--- src/rtl/imm_gen_pipe.sv ---
// RISC-V immediate generator with a 2-entry (output + skid) valid/ready pipeline.
// Latency: 1 cycle from accepted instruction to oValid when the output register is free or draining.
// Backpressure: oReady is registered "skid empty"; it falls one cycle after a stalled accept fills the skid.
module imm_gen_pipe #(
  parameter int XLEN  = 32,
  parameter int TAG_W = 8
) (
  input  logic             iCLK,
  input  logic             iRST,
  input  logic             iValid,
  output logic             oReady,
  input  logic [31:0]      iInstrucao,
  input  logic [TAG_W-1:0] iTag,
  output logic             oValid,
  input  logic             iReady,
  output logic [XLEN-1:0]  oImm,
  output logic [2:0]       oFmt,
  output logic             oIllegal,
  output logic [TAG_W-1:0] oTag
);

  if (XLEN != 32 && XLEN != 64) begin : g_bad_xlen
    $error("imm_gen_pipe: XLEN must be 32 or 64");
  end

  localparam logic [2:0] FMT_NONE  = 3'd0;
  localparam logic [2:0] FMT_I     = 3'd1;
  localparam logic [2:0] FMT_S     = 3'd2;
  localparam logic [2:0] FMT_B     = 3'd3;
  localparam logic [2:0] FMT_U     = 3'd4;
  localparam logic [2:0] FMT_J     = 3'd5;
  localparam logic [2:0] FMT_SHAMT = 3'd6;
  localparam logic [2:0] FMT_ZIMM  = 3'd7;

  localparam logic [6:0] OPC_LOAD     = 7'b0000011;
  localparam logic [6:0] OPC_FENCE    = 7'b0001111;
  localparam logic [6:0] OPC_OP_IMM   = 7'b0010011;
  localparam logic [6:0] OPC_AUIPC    = 7'b0010111;
  localparam logic [6:0] OPC_OP_IMM32 = 7'b0011011;
  localparam logic [6:0] OPC_STORE    = 7'b0100011;
  localparam logic [6:0] OPC_OP       = 7'b0110011;
  localparam logic [6:0] OPC_LUI      = 7'b0110111;
  localparam logic [6:0] OPC_BRANCH   = 7'b1100011;
  localparam logic [6:0] OPC_JALR     = 7'b1100111;
  localparam logic [6:0] OPC_JAL      = 7'b1101111;
  localparam logic [6:0] OPC_SYSTEM   = 7'b1110011;

  typedef struct packed {
    logic [XLEN-1:0]  imm;
    logic [2:0]       fmt;
    logic             ill;
    logic [TAG_W-1:0] tag;
  } entry_t;

  typedef enum logic [1:0] {
    ST_EMPTY = 2'd0,
    ST_ONE   = 2'd1,
    ST_FULL  = 2'd2
  } state_t;

  state_t state_q, state_d;
  entry_t out_q, out_d;
  entry_t skid_q, skid_d;
  logic   rdy_q;
  entry_t dec;
  logic   xfer_in;
  logic   xfer_out;

  logic [31:0] v32;
  logic [2:0]  f3;

  // Decode the incoming word into a 32-bit immediate, then sign-extend from bit 31 to XLEN.
  // Zero-extended formats leave bit 31 clear, so the same extension serves them.
  always_comb begin
    v32     = 32'd0;
    dec.fmt = FMT_NONE;
    dec.ill = 1'b0;
    dec.tag = iTag;
    f3      = iInstrucao[14:12];
    if (iInstrucao[1:0] != 2'b11) begin
      dec.ill = 1'b1;
    end else begin
      case (iInstrucao[6:0])
        OPC_LOAD, OPC_JALR, OPC_FENCE: begin
          dec.fmt = FMT_I;
          v32     = {{20{iInstrucao[31]}}, iInstrucao[31:20]};
        end
        OPC_OP_IMM: begin
          if (f3 == 3'b001 || f3 == 3'b101) begin
            dec.fmt = FMT_SHAMT;
            v32     = (XLEN == 64) ? {26'd0, iInstrucao[25:20]} : {27'd0, iInstrucao[24:20]};
          end else begin
            dec.fmt = FMT_I;
            v32     = {{20{iInstrucao[31]}}, iInstrucao[31:20]};
          end
        end
        OPC_OP_IMM32: begin
          if (XLEN != 64) begin
            dec.ill = 1'b1;
          end else if (f3 == 3'b001 || f3 == 3'b101) begin
            dec.fmt = FMT_SHAMT;
            v32     = {27'd0, iInstrucao[24:20]};
          end else begin
            dec.fmt = FMT_I;
            v32     = {{20{iInstrucao[31]}}, iInstrucao[31:20]};
          end
        end
        OPC_STORE: begin
          dec.fmt = FMT_S;
          v32     = {{20{iInstrucao[31]}}, iInstrucao[31:25], iInstrucao[11:7]};
        end
        OPC_BRANCH: begin
          dec.fmt = FMT_B;
          v32     = {{19{iInstrucao[31]}}, iInstrucao[31], iInstrucao[7],
                     iInstrucao[30:25], iInstrucao[11:8], 1'b0};
        end
        OPC_LUI, OPC_AUIPC: begin
          dec.fmt = FMT_U;
          v32     = {iInstrucao[31:12], 12'd0};
        end
        OPC_JAL: begin
          dec.fmt = FMT_J;
          v32     = {{11{iInstrucao[31]}}, iInstrucao[31], iInstrucao[19:12],
                     iInstrucao[20], iInstrucao[30:21], 1'b0};
        end
        OPC_SYSTEM: begin
          if (f3[2]) begin
            dec.fmt = FMT_ZIMM;
            v32     = {27'd0, iInstrucao[19:15]};
          end else begin
            dec.fmt = FMT_I;
            v32     = {{20{iInstrucao[31]}}, iInstrucao[31:20]};
          end
        end
        OPC_OP: begin
          dec.fmt = FMT_NONE;
        end
        default: begin
          dec.ill = 1'b1;
        end
      endcase
    end
    dec.imm = XLEN'({{32{v32[31]}}, v32});
  end

  assign xfer_in  = iValid && oReady;
  assign xfer_out = oValid && iReady;

  // Occupancy FSM: route accepted entries into the output register or the skid, and refill from the skid.
  always_comb begin
    state_d = state_q;
    out_d   = out_q;
    skid_d  = skid_q;
    case (state_q)
      ST_EMPTY: begin
        if (xfer_in) begin
          out_d   = dec;
          state_d = ST_ONE;
        end
      end
      ST_ONE: begin
        if (xfer_in && xfer_out) begin
          out_d = dec;
        end else if (xfer_in) begin
          skid_d  = dec;
          state_d = ST_FULL;
        end else if (xfer_out) begin
          state_d = ST_EMPTY;
        end
      end
      ST_FULL: begin
        if (xfer_out) begin
          out_d   = skid_q;
          state_d = ST_ONE;
        end
      end
      default: begin
        state_d = ST_EMPTY;
      end
    endcase
  end

  // State and data registers; reset clears both entries so outputs read 0, never X.
  always_ff @(posedge iCLK) begin
    if (iRST) begin
      state_q <= ST_EMPTY;
      out_q   <= '0;
      skid_q  <= '0;
      rdy_q   <= 1'b1;
    end else begin
      state_q <= state_d;
      out_q   <= out_d;
      skid_q  <= skid_d;
      rdy_q   <= (state_d != ST_FULL);
    end
  end

  // rdy_q is the registered skid-empty flag; it is masked while reset is held so nothing is taken then.
  assign oReady   = rdy_q && !iRST;
  assign oValid   = (state_q != ST_EMPTY);
  assign oImm     = out_q.imm;
  assign oFmt     = out_q.fmt;
  assign oIllegal = out_q.ill;
  assign oTag     = out_q.tag;

endmodule
--- config.mk ---
export PLATFORM = sky130hd
export DESIGN_NAME = imm_gen_pipe
export DESIGN_NICKNAME = d
export VERILOG_FILES = /design/src/rtl/imm_gen_pipe.sv
export SDC_FILE = /design/constraint.sdc
export NUM_CORES = 1
export LEC_CHECK = 0
export CAP_MARGIN = 20
export CORE_MARGIN = 1
export CORE_UTILIZATION = 46
export CTS_CLUSTER_DIAMETER = 150
export CTS_CLUSTER_SIZE = 14
export DETAILED_ROUTE_END_ITERATION = 10
export GPL_TIMING_DRIVEN = 0
export PLACE_DENSITY = 0.76
export SETUP_SLACK_MARGIN = 0.5
export SKIP_LAST_GASP = 1
export SYNTH_ARGS = -nofsm -noshare
export SYNTH_HDL_FRONTEND = slang
export SYNTH_SLANG_ARGS = --single-unit
--- constraint.sdc ---
create_clock -name iCLK -period 2 [get_ports iCLK]
set_input_delay 0.4 -clock iCLK [delete_from_list [all_inputs] [get_ports iCLK]]
set_output_delay 0.4 -clock iCLK [all_outputs]
set_load 0.05 [all_outputs]
==> results by group <==
Logic synthesis
  • Synth area leader: dfxtp_1
  • Top cells by area, synth: dfxtp_1, a311oi_1, nand2_1
  • FFs w/ async S/R, synth: 0%
  • Syn. warnings: 0
  • Mapped Area: between 4000 and 5000 um2
  • Cells after synthesis: approximately 500
  • Register area share after synthesis: a little over two fifths
  • Syn Area/Cell: roughly 8.5 um2
  • Synth top area share: 43.1%
  • EDFF count, synth: 0
  • Synth unique cells: 57
  • FF+latch count, synth: between 90 and 100
  • Main synth FF type: dfxtp_1
  • Mapped Nets: around 540

Global route
  • Initial antenna violation count: 1
  • Overflow after GRT: 0
  • Global-route wire length before repair: between 20 and 25 mm
  • Gr usage total: a little under a third
  • Vias in the first global route: between 4000 and 5000
  • Largest net degree at the start of global routing: 16

Critical path
  • Max stage delay cell, worst path: dfxtp_4
  • CP top delay family: simple AND/OR/NAND/NOR gates
  • Start point of the critical path: state_q[1]
  • Critical path arrival: 2130 ps
  • Worst r2r src: state_q[1]
  • Buf+Inv Stages, Crit Path: 2
  • Worst-path cell chain: nand4bb_1 > clkbuf_8 > o21a_4 > clkbuf_16 > or3_1 > o21ai_1 > a311oi_1
  • Required time of the worst setup path: 2240 ps
  • Max incr delay on CP: between 300 and 400 ps
  • Startpoint types: flop
  • Type of the worst setup path: reg -> reg
  • Crit. End Element: flop
  • Max FO, Critical Path: 10

Power and ir drop
  • Cell Pwr Density: between 600 and 700 nW/um2
  • Total power: between 0.004 and 0.005 W
  • Worst ir drop on vdd: 0.000394 V
  • Leak: ~2.6 nW

Routing
  • Vias post-DR: about 5000
  • DRT iter0 DRCs: 440
  • Number of remaining DRC errors: 10
  • Via density: approximately 6.6
  • Final Routed Wirelength: between 15 and 20 mm
  • Drt pass-1 iters: 10
  • Wire per inst: around 22 um
  • Routed Antenna Nets: 0

STA
  • Final min period: between 1500 and 2000 ps
  • RSZ-0062 raised after global routing: yes
  • Worst slew pin tran: around 790 ps
  • Final hold violations: 0
  • Hold Slack: approximately 480 ps
  • Final Setup Violations: 0
  • Fin. max-slew vios: 0
  • Highest clock rate: roughly 530 MHz
  • Rel. slew slack: a little under half
  • Final period utilization: around 94%
  • Max Clock Skew: approximately 13 ps

Clock network
  • Clock Latency Late Sink: between 300 and 400 ps
  • CTS tree: yes
  • Clock Root Buffer: clkbuf_8
  • Clk sinks: between 90 and 100
  • Clk buf depth: 2
  • Clk slew on worst S/H paths: around 90 ps
  • CTS H-tree depth: 3
  • Num CTS Buffers: 9

Final layout
  • Most common cell after layout, fill and taps aside: dfxtp_1
  • Final #Nets: 692
  • Most frequent cells in the layout: dfxtp_1, nand2_1, nor2_1
  • Fill count: around 570
  • Area growth, synth to finish: 57.0%
  • Finished Core Util: 75.4%
  • Post-route cell area: about 6600 um2
  • Layout cells sized above 1: 39.8%

Die
  • DIE AREA: between 9000 and 10000 um2
  • Die H: between 90 and 100 um
  • Die W: slightly below 100 um
  • Ports: 90
  • Row count: 34
  • Initial Utilization: around half
  • Core region area: approximately 8800 um2

Placed design
  • Port Buf Inserts: a little under 90
  • Detail Placement HPWL: between 9 and 10 mm
  • Gpl congestion: a little under 0.9
  • Area post-placement: ~5400 um2

Hold path
  • Hold_sp: skid_q[3]
  • Hold Crit Class: reg -> reg

Run status
  • Failing checks: design-rule violations
  • Run status: finished with violations

Job
  • Max Cap Violations: 0
## area by class of cell
type | instances | area (um2) | share of cell area (%)
clock buffers | 11 | 141 | 2.13
multi-input cells | 354 | 2680 | 40.3
plain buffers | 48 | 536 | 8.06
clock inverters | 5 | 83.8 | 1.26
repair buffers | 141 | 1230 | 18.5
flip-flops and latches | 91 | 1830 | 27.5
inverters | 3 | 11.3 | 0.170
diodes | 1 | 2.50 | 0.0377
well taps | 108 | 135 | 2.03
## power breakdown
group,leakage [nW],internal [W],switching [W]
logic,1.74,0.000421,0.000662
clock network,0.106,0.000743,0.000688
registers,0.742,0.00190,0.0000561
## layer usage
layer	share of wire [%]	vias up	GRT usage (%)
met3	9.5	75	6.51
li1	-	2176	-
met2	49	341	52.7
met5	0	-	0
met4	4.2	0	11.0
met1	38	2410	38.3
## logic make-up (layout without fill, tap and decap cells)
kind of cell | after synthesis | after routing | synth area share (%)
compound gates | 155 | 155 | 28.4
buf+inv | 51 | 208 | 5.32
simple gates | 195 | 196 | 22.5
flops | 91 | 91 | 43.1
other cells | 0 | 1 | 0
mux | 3 | 3 | 0.739
## metrics by stage
| step | TNS [ps] | cells | setup WS (ps) |
|---|---|---|---|
| 2_1_floorplan | 0 | 495 | 106 |
| 3_3_place_gp | -43060 | 692 | -691 |
| 3_5_place_dp | -48470 | 692 | -745 |
| 4_1_cts | 0 | 740 | 255 |
| 5_1_grt | 0 | 761 | 80.9 |
| 6_report | 0 | 762 | 116 |
## final timing paths
check / end / slack (ps) / depth (start not counted)
setup reg to reg: oImm[22] / 120 / 7
setup / recovery: oImm[22] / 120 / 7
hold reg to reg: skid_q[3] / 480 / 2
hold / removal: skid_q[3] / 480 / 2
## registers in the layout, indices dropped and copies added (netlist names)
signal,cells
state_q,2
oTag,8
rdy_q,1
skid_q,44
oIllegal,1
oImm,32
oFmt,3
## timing repair
item                                    4_1_cts  5_1_grt
hold endpoints to repair                      0        0
gates resized for setup                     345      148
endpoints found under the setup margin      137      123
hold buffers                                  0        0
setup buffers                                26       18
pin swaps                                    35       35
gates cloned                                  6        3
## tightest hold or removal path: stages, from the launching register on
cell and delay, ps:
dfxtp_1 320, nand2_1 70, a21oi_2 50
## cell usage after synthesis, types with 2 or more instances
cell type and n:
dfxtp_1 91, clkbuf_1 35, nor2_1 56, nand2_1 65, or2_2 2, and2_1 2, mux2i_1 2, nand2b_1 8
o211ai_1 6, o21a_1 2, o21ai_0 26, buf_6 3, and3_1 3, a22oi_1 5, nand4bb_1 2, nor3_1 6
and3b_1 2, nand3_1 5, a311oi_1 55, nor2b_1 4, a21oi_1 21, inv_1 3, a32o_1 9, a211o_1 4
or3_1 26, and4_1 2, buf_2 9, a211oi_1 10, a311oi_2 2, nand4b_1 2
Power figures use the tool's default switching activity.
